==> src/rtl/rv_pkg.sv <==
// Shared widths and types for the writeback path into the register file.
// XLEN: data width. REG_AW: register address width.
package rv_pkg;

    localparam int XLEN     = 32;
    localparam int REG_AW   = 5;
    localparam int NUM_REGS = 2 ** REG_AW;

    typedef enum logic {
        REQ_A = 1'b0,
        REQ_M = 1'b1
    } req_side_e;

    typedef struct packed {
        logic [REG_AW-1:0] rd;
        logic [XLEN-1:0]   data;
    } wb_req_t;

endpackage

==> src/rtl/wb_hold_slot.sv <==
// One-entry writeback hold slot with an age flag relative to its sibling slot.
// older=1 means the sibling slot holds the older entry.
module wb_hold_slot
    import rv_pkg::*;
(
    input  logic    clk,
    input  logic    reset,
    input  logic    load,
    input  logic    drain,
    input  logic    other_valid,
    input  logic    other_drain,
    input  wb_req_t req_in,
    output logic    valid,
    output logic    older,
    output wb_req_t req
);

    // NOTE: sequential state uses non-blocking assignments so every flop samples pre-edge values.
    always_ff @(posedge clk or negedge reset) begin
        if (!reset) begin
            valid <= 1'b0;
            older <= 1'b0;
            // NOTE: the payload is reset too so rf_rd/rf_wdata never expose X after reset.
            req   <= '0;
        end else if (load) begin
            valid <= 1'b1;
            // A sibling leaving on this same edge no longer counts as older.
            older <= other_valid && !other_drain;
            req   <= req_in;
        end else if (drain) begin
            valid <= 1'b0;
            older <= 1'b0;
        end else if (other_drain) begin
            older <= 1'b0;
        end
    end

endmodule

==> src/rtl/rf_write_arbiter.sv <==
// Arbitrates the ALU (A) and load unit (M) writeback slots onto the single
// register-file write port and exports the set of registers with pending writes.
module rf_write_arbiter
    import rv_pkg::*;
(
    input  logic                clk,
    input  logic                reset,
    input  logic                a_valid,
    input  logic [REG_AW-1:0]   a_rd,
    input  logic [XLEN-1:0]     a_data,
    output logic                a_ready,
    input  logic                m_valid,
    input  logic [REG_AW-1:0]   m_rd,
    input  logic [XLEN-1:0]     m_data,
    output logic                m_ready,
    output logic                rf_we,
    output logic [REG_AW-1:0]   rf_rd,
    output logic [XLEN-1:0]     rf_wdata,
    output logic [NUM_REGS-1:0] busy_mask
);

    logic      a_slot_valid, a_older, m_slot_valid, m_older;
    wb_req_t   a_req, m_req;
    logic      grant_a, grant_m, a_load, m_load;
    req_side_e rr_ptr;

    // NOTE: every always_comb output gets a default first so no latch is inferred.
    always_comb begin
        grant_a = 1'b0;
        grant_m = 1'b0;
        if (a_slot_valid && m_slot_valid) begin
            if (a_older != m_older) begin
                grant_a = m_older;
                grant_m = a_older;
            end else if (a_req.rd == m_req.rd) begin
                grant_m = 1'b1; // M is earlier in program order
            end else if (rr_ptr == REQ_A) begin
                grant_a = 1'b1;
            end else begin
                grant_m = 1'b1;
            end
        end else begin
            grant_a = a_slot_valid;
            grant_m = m_slot_valid;
        end
    end

    assign a_ready = !a_slot_valid || grant_a;
    assign m_ready = !m_slot_valid || grant_m;

    // Writes to x0 are acknowledged but dropped.
    assign a_load = a_valid && a_ready && (a_rd != '0);
    assign m_load = m_valid && m_ready && (m_rd != '0);

    wb_hold_slot u_slot_a (
        .clk         (clk),
        .reset       (reset),
        .load        (a_load),
        .drain       (grant_a),
        .other_valid (m_slot_valid),
        .other_drain (grant_m),
        .req_in      ('{rd: a_rd, data: a_data}),
        .valid       (a_slot_valid),
        .older       (a_older),
        .req         (a_req)
    );

    wb_hold_slot u_slot_m (
        .clk         (clk),
        .reset       (reset),
        .load        (m_load),
        .drain       (grant_m),
        .other_valid (a_slot_valid),
        .other_drain (grant_a),
        .req_in      ('{rd: m_rd, data: m_data}),
        .valid       (m_slot_valid),
        .older       (m_older),
        .req         (m_req)
    );

    always_ff @(posedge clk or negedge reset) begin
        if (!reset) begin
            rr_ptr   <= REQ_A;
            rf_we    <= 1'b0;
            rf_rd    <= '0;
            rf_wdata <= '0;
        end else begin
            if (a_slot_valid && m_slot_valid)
                rr_ptr <= grant_a ? REQ_M : REQ_A;
            rf_we <= grant_a || grant_m;
            if (grant_a) begin
                rf_rd    <= a_req.rd;
                rf_wdata <= a_req.data;
            end else if (grant_m) begin
                rf_rd    <= m_req.rd;
                rf_wdata <= m_req.data;
            end
        end
    end

    always_comb begin
        busy_mask = '0;
        if (a_slot_valid) busy_mask[a_req.rd] = 1'b1;
        if (m_slot_valid) busy_mask[m_req.rd] = 1'b1;
    end

endmodule

==> config.mk <==
export PLATFORM = sky130hd
export DESIGN_NAME = rf_write_arbiter
export DESIGN_NICKNAME = d
export VERILOG_FILES = /design/src/rtl/rv_pkg.sv /design/src/rtl/wb_hold_slot.sv /design/src/rtl/rf_write_arbiter.sv
export SDC_FILE = /design/constraint.sdc
export NUM_CORES = 1
export LEC_CHECK = 0
export CORE_MARGIN = 1
export CORE_UTILIZATION = 49
export CTS_CLUSTER_DIAMETER = 60
export DETAILED_ROUTE_END_ITERATION = 10
export PLACE_DENSITY_LB_ADDON = 0.05
export SYNTH_ARGS = -nofsm -noshare
export SYNTH_HDL_FRONTEND = slang
export SYNTH_HIERARCHICAL = 1
export SYNTH_SLANG_ARGS = --single-unit
==> constraint.sdc <==
create_clock -name clk -period 2.3 [get_ports clk]
set_input_delay 0.23 -clock clk [delete_from_list [all_inputs] [get_ports clk]]
set_output_delay 0.23 -clock clk [all_outputs]
set_load 0.01 [all_outputs]
## Word-level counts from Yosys, hierarchy flattened

Index checks and enable logic that the tools add are counted.
W data, S select, Z words.

- Register bits: 117
- Output and inout bits: 72
- Logic and storage cells: 69
- Input bits: 78

- Reductions and logical operators: 23
- Equality and inequality tests: 2
- Muxes and demuxes: 27
- Bitwise gates (word level): 1
- Magnitude comparators: 4

Operator list:

| operator | count |
|---|---|
| $mux W32 | 4 |
| $or A32 B32 Y32 | 1 |
| $mux W1 | 19 |
| $lt A5 B6 Y1 const B | 2 |
| $demux W1 S5 | 2 |
| $ge A5 B1 Y1 const B | 2 |
| $mux W5 | 2 |
| $reduce_bool A5 Y1 | 2 |
| $logic_and A1 B1 Y1 | 9 |
| $reduce_bool A2 Y1 | 3 |
| $reduce_bool A3 Y1 | 2 |
| $eq A5 B5 Y1 | 1 |
| $logic_not A1 Y1 | 4 |
| $logic_or A1 B1 Y1 | 3 |
| $ne A1 B1 Y1 | 1 |

## Longest topological paths before layout

- Word-level depth: 8
- Depth in mapped cells: 9
- Depth with buffers taken out: 6

## Cells and area by module

Netlist, hierarchy kept.

By module, submodules not included:

| module | times used | area each (µm²) | cells each | sequential area each (µm²) |
|---|---|---|---|---|
| wb_hold_slot | 2 | 1443.9 | 85 | 975.9 |
| rf_write_arbiter | 1 | 2862.7 | 315 | 975.9 |

## Least setup slack after synthesis

No wires, ideal clock.

- Path type: reg-to-reg
- Start point: register u_slot_a.older
- End point: register u_slot_a/req[10] (netlist bit)
- Stages on the path, launching flop included: 8
- Setup time: 0.125 ns
- Buffers on the path: 2
- Data required time: 2.175 ns
- Period minus slack after synthesis: 2.171 ns
- Arrival: 2.047 ns
- Slack: 0.129 ns
- Path through: dfrtp_1 > nor2b_1 > or2_2 > buf_1 > o2111ai_1 > o211a_1 > buf_2 > mux2_2

- Cells in the longest elaborated chain, start to end: 6

Ends and longest elaborated chain:

| element | line | RTL |
|---|---|---|
| start, declared | wb_hold_slot.sv:14 | `output logic older,` |
| start signal, assigned | wb_hold_slot.sv:28 | `older <= other_valid && !other_drain;` |
| $ne A1 B1 Y1 | rf_write_arbiter.sv:32 | `if (a_older != m_older) begin` |
| $mux W1 | rf_write_arbiter.sv:32 |  |
| $mux W1 | rf_write_arbiter.sv:31 | `if (a_slot_valid && m_slot_valid) begin` |
| $logic_or A1 B1 Y1 | rf_write_arbiter.sv:48 | `assign a_ready = !a_slot_valid \|\| grant_a;` |
| net a_ready | rf_write_arbiter.sv:11 | `output logic a_ready,` |
| $logic_and A1 B1 Y1 (2 in a row) | rf_write_arbiter.sv:52 | `assign a_load = a_valid && a_ready && (a_rd != '0);` |
| net a_load | rf_write_arbiter.sv:24 | `logic grant_a, grant_m, a_load, m_load;` |
| end signal, assigned | wb_hold_slot.sv:29 | `req <= req_in;` |
| end, declared | wb_hold_slot.sv:15 | `output wb_req_t req` |

The timed path passes the listed nets, and every way through them passes these cells.
A chain may end at the register's enable or synchronous reset.

## Final worst setup path

- Start point: register u_slot_m/req[32] (netlist bit)
- End point: output port busy_mask[14]

- Cells in the longest elaborated chain, start to end: 6
- Elaborated cells between the ends (all ways): 7
- Classes of those cells: 2 x order compare; 3 x mux; 1 x bitwise; 1 x reduce/logical

Ends and longest elaborated chain:

| element | line | RTL |
|---|---|---|
| start, declared | wb_hold_slot.sv:15 |  |
| start signal, assigned | wb_hold_slot.sv:29 |  |
| $lt A5 B6 Y1 (not written as such) / $ge A5 B1 Y1 (equally long branches) | rf_write_arbiter.sv:104 | `if (m_slot_valid) busy_mask[m_req.rd] = 1'b1;` |
| $logic_and A1 B1 Y1 (not written as such) | rf_write_arbiter.sv:104 |  |
| $mux W1 (not written as such) | rf_write_arbiter.sv:104 |  |
| $demux W1 S5 * | rf_write_arbiter.sv:104 |  |
| $or A32 B32 Y32 (no line) * | n/a |  |
| $mux W32 * | rf_write_arbiter.sv:104 |  |
| end, declared | rf_write_arbiter.sv:19 | `output logic [NUM_REGS-1:0] busy_mask` |

Every way passes the cells marked *; elsewhere a longest branch is shown, timed or not.

==> results.json <==
{
  "outcome": "complete, no violations",
  "root_buffer": "clkbuf_16",
  "core-area_um2": 11400,
  "dieWidth_um": 110,
  "via_per_inst": 6.04,
  "cts_sinks": 117,
  "peakVddDrop_mv": 0.919,
  "num-nets-final": 729,
  "antenna_found_initial": 0,
  "placed_cells": 759,
  "syn-cell-area_um2": 5750,
  "routedWlPerCell_um": 19.9,
  "post-route-min-period_ps": 2250,
  "critPathTopFamily": "buffers and inverters",
  "grt_pass1_wl_um": 24900,
  "drive_above_1_share": 0.247,
  "synthFlopType": "dfrtp_1",
  "powerDensity_nw_per_um2": 1620,
  "hold_path_class": "in -> async",
  "relSlewSlack": 0.558,
  "crit_path_end_kind": "primary output",
  "syn_to_final_growth_pct": 43.5,
  "gp_congestion": 0.845,
  "crit_fanout": 7,
  "synthCells": 485,
  "cp_num_buf_inv": 2,
  "ys_ff_latch": 117,
  "final_cell_area_um2": 8250,
  "io_buffers": 149,
  "synth_nets": 563,
  "maxCapViolations": 0,
  "final_common_cell": "clkdlybuf4s50_1",
  "dieArea_um2": 12200,
  "clk_latency_ps": 410,
  "criticalPathCategory": "reg -> out",
  "start_util": 0.504,
  "ys.warnings.count": 6,
  "setup_viol": 0,
  "avgSynthCellArea_um2": 11.9,
  "slowest_stage": "clkdlybuf4s50_1",
  "num_vias": 4872,
  "p_leak_nw": 3.67,
  "drv_slew": 0,
  "fin_skew_ps": 10.4,
  "path_cells": "buf_4 > nand3b_1 > o22ai_1 > clkdlybuf4s50_1",
  "die_height_um": 110,
  "layout_common_cells": "clkdlybuf4s50_1 (119), dfrtp_1 (115), mux2_2 (74)",
  "start_kind": "flop",
  "first_iter_violations": 357,
  "grt_overflow": 0,
  "synth-edff-count": 0,
  "required_ps": 2070,
  "place_area_um2": 7500,
  "ys_async_sr_fraction": 1.00,
  "fin_ws_ps": 45.7,
  "pre_cts_slack_ps": 44.4,
  "wl_um": 16100,
  "io_pins": 150,
  "cts_buffer_depth": 2,
  "antenna_left": 0,
  "cts_tree": "yes",
  "hold_viol_final": 0,
  "diodes": 0,
  "crit_arrival_ps": 2020,
  "cts_buffers": 17,
  "slowest_delay_ps": 560,
  "htree_levels": 4,
  "worstMarginPinSlew_ps": 663,
  "rrSetupSlack_ps": 100,
  "final_util": 0.723,
  "post-dp-hpwl_um": 10200,
  "drc": 0,
  "fin_crit_sh": 0.980,
  "grt_usage": 0.273,
  "max_freq_mhz": 444,
  "rows": 39,
  "grt_max_degree": 58,
  "stdcell_count": 807,
  "drt_first_pass_iters": 5,
  "clkSlewWorstSetupHoldPaths_ps": 60,
  "grt_pass1_vias": 4947,
  "ys_seq_area_frac": 0.509,
  "fillers": 808,
  "synth_cell_types": 39
}
## power by group
part	internal, mW	switching [mW]
logic	3.53	3.32
registers	3.15	0.782
clock network	1.62	0.947
total	8.31	5.05
## final timing paths
path,from,endpoint,depth (start not counted)
setup / recovery,u_slot_m/req[32],busy_mask[14],4
hold / removal,reset,rf_wdata[26],2
setup reg to reg,u_slot_m/req[33],u_slot_m/req[19],7
hold reg to reg,u_slot_a/req[25],rf_wdata[25],1
max in group asynchronous,reset,u_slot_a/req[17],3
min in group clk,a_data[7],u_slot_a/req[7],2
## timing repair
action,4_1_cts,5_1_grt
endpoints found under the setup margin,34,49
buffers inserted,6,9
endpoints found under the hold margin,44,0
hold buffers,1,0
pin swaps,3,5
resized for setup,30,11
## through the flow
step	power [mW]	hold slack, ps	TNS (ps)
CTS	13.2	409	0
detailed placement	10.5	292	0
finish	13.4	389	0
floorplan	8.03	-65.6	0
global placement	10.2	292	0
global route	14.1	431	-2.86
## cells in the mapped netlist (all sizes together), types with 3 or more instances
cell type,instances,area share
or3,4,0.0044
dfrtp,117,0.51
buf,18,0.020
nor2,7,0.0046
nand3,4,0.0035
a21oi,3,0.0026
clkbuf,24,0.016
or3b,5,0.0076
o22ai,68,0.074
inv,3,0.0020
xor2,4,0.0061
mux2i,36,0.063
nand3b,8,0.010
mux2,74,0.14
a221o,37,0.064
nand2,45,0.029
nand2b,3,0.0033
## state kept, by name, indices dropped and copies added (netlist names)
signal          flops
rf_rd               5
rf_wdata           32
rf_we               1
rr_ptr              1
u_slot_a/older      1
u_slot_a/req       37
u_slot_a/valid      1
u_slot_m/older      1
u_slot_m/req       37
u_slot_m/valid      1
## layout make-up
type	count	area, µm²	share of cell area
repair buffers	189	1890	0.229
multi-input cells	323	2670	0.324
inverters	3	11.3	0.00136
clock buffers	20	447	0.0541
well taps	143	179	0.0217
clock inverters	12	129	0.0156
flip-flops and latches	117	2930	0.355
## layer usage
metal,vias up,track usage,wire length [µm]
li1,2187,-,-
met1,2475,0.342,6770
met2,188,0.468,8120
met3,22,0.0576,925
met4,0,0.0977,252
met5,-,0,0
## logic make-up (layout without fill, tap and decap cells)
| logic type | Yosys count | count (layout) | share of synthesized area |
|---|---|---|---|
| buffers and inverters | 45 | 224 | 0.0374 |
| flip-flops | 117 | 117 | 0.509 |
| AO/OA/AOI/OAI | 122 | 122 | 0.161 |
| XOR/XNOR | 5 | 5 | 0.00761 |
| AND/OR/NAND/NOR | 86 | 86 | 0.0775 |
| multiplexers | 110 | 110 | 0.208 |
No activity file was read; power rests on OpenSTA's default activity.
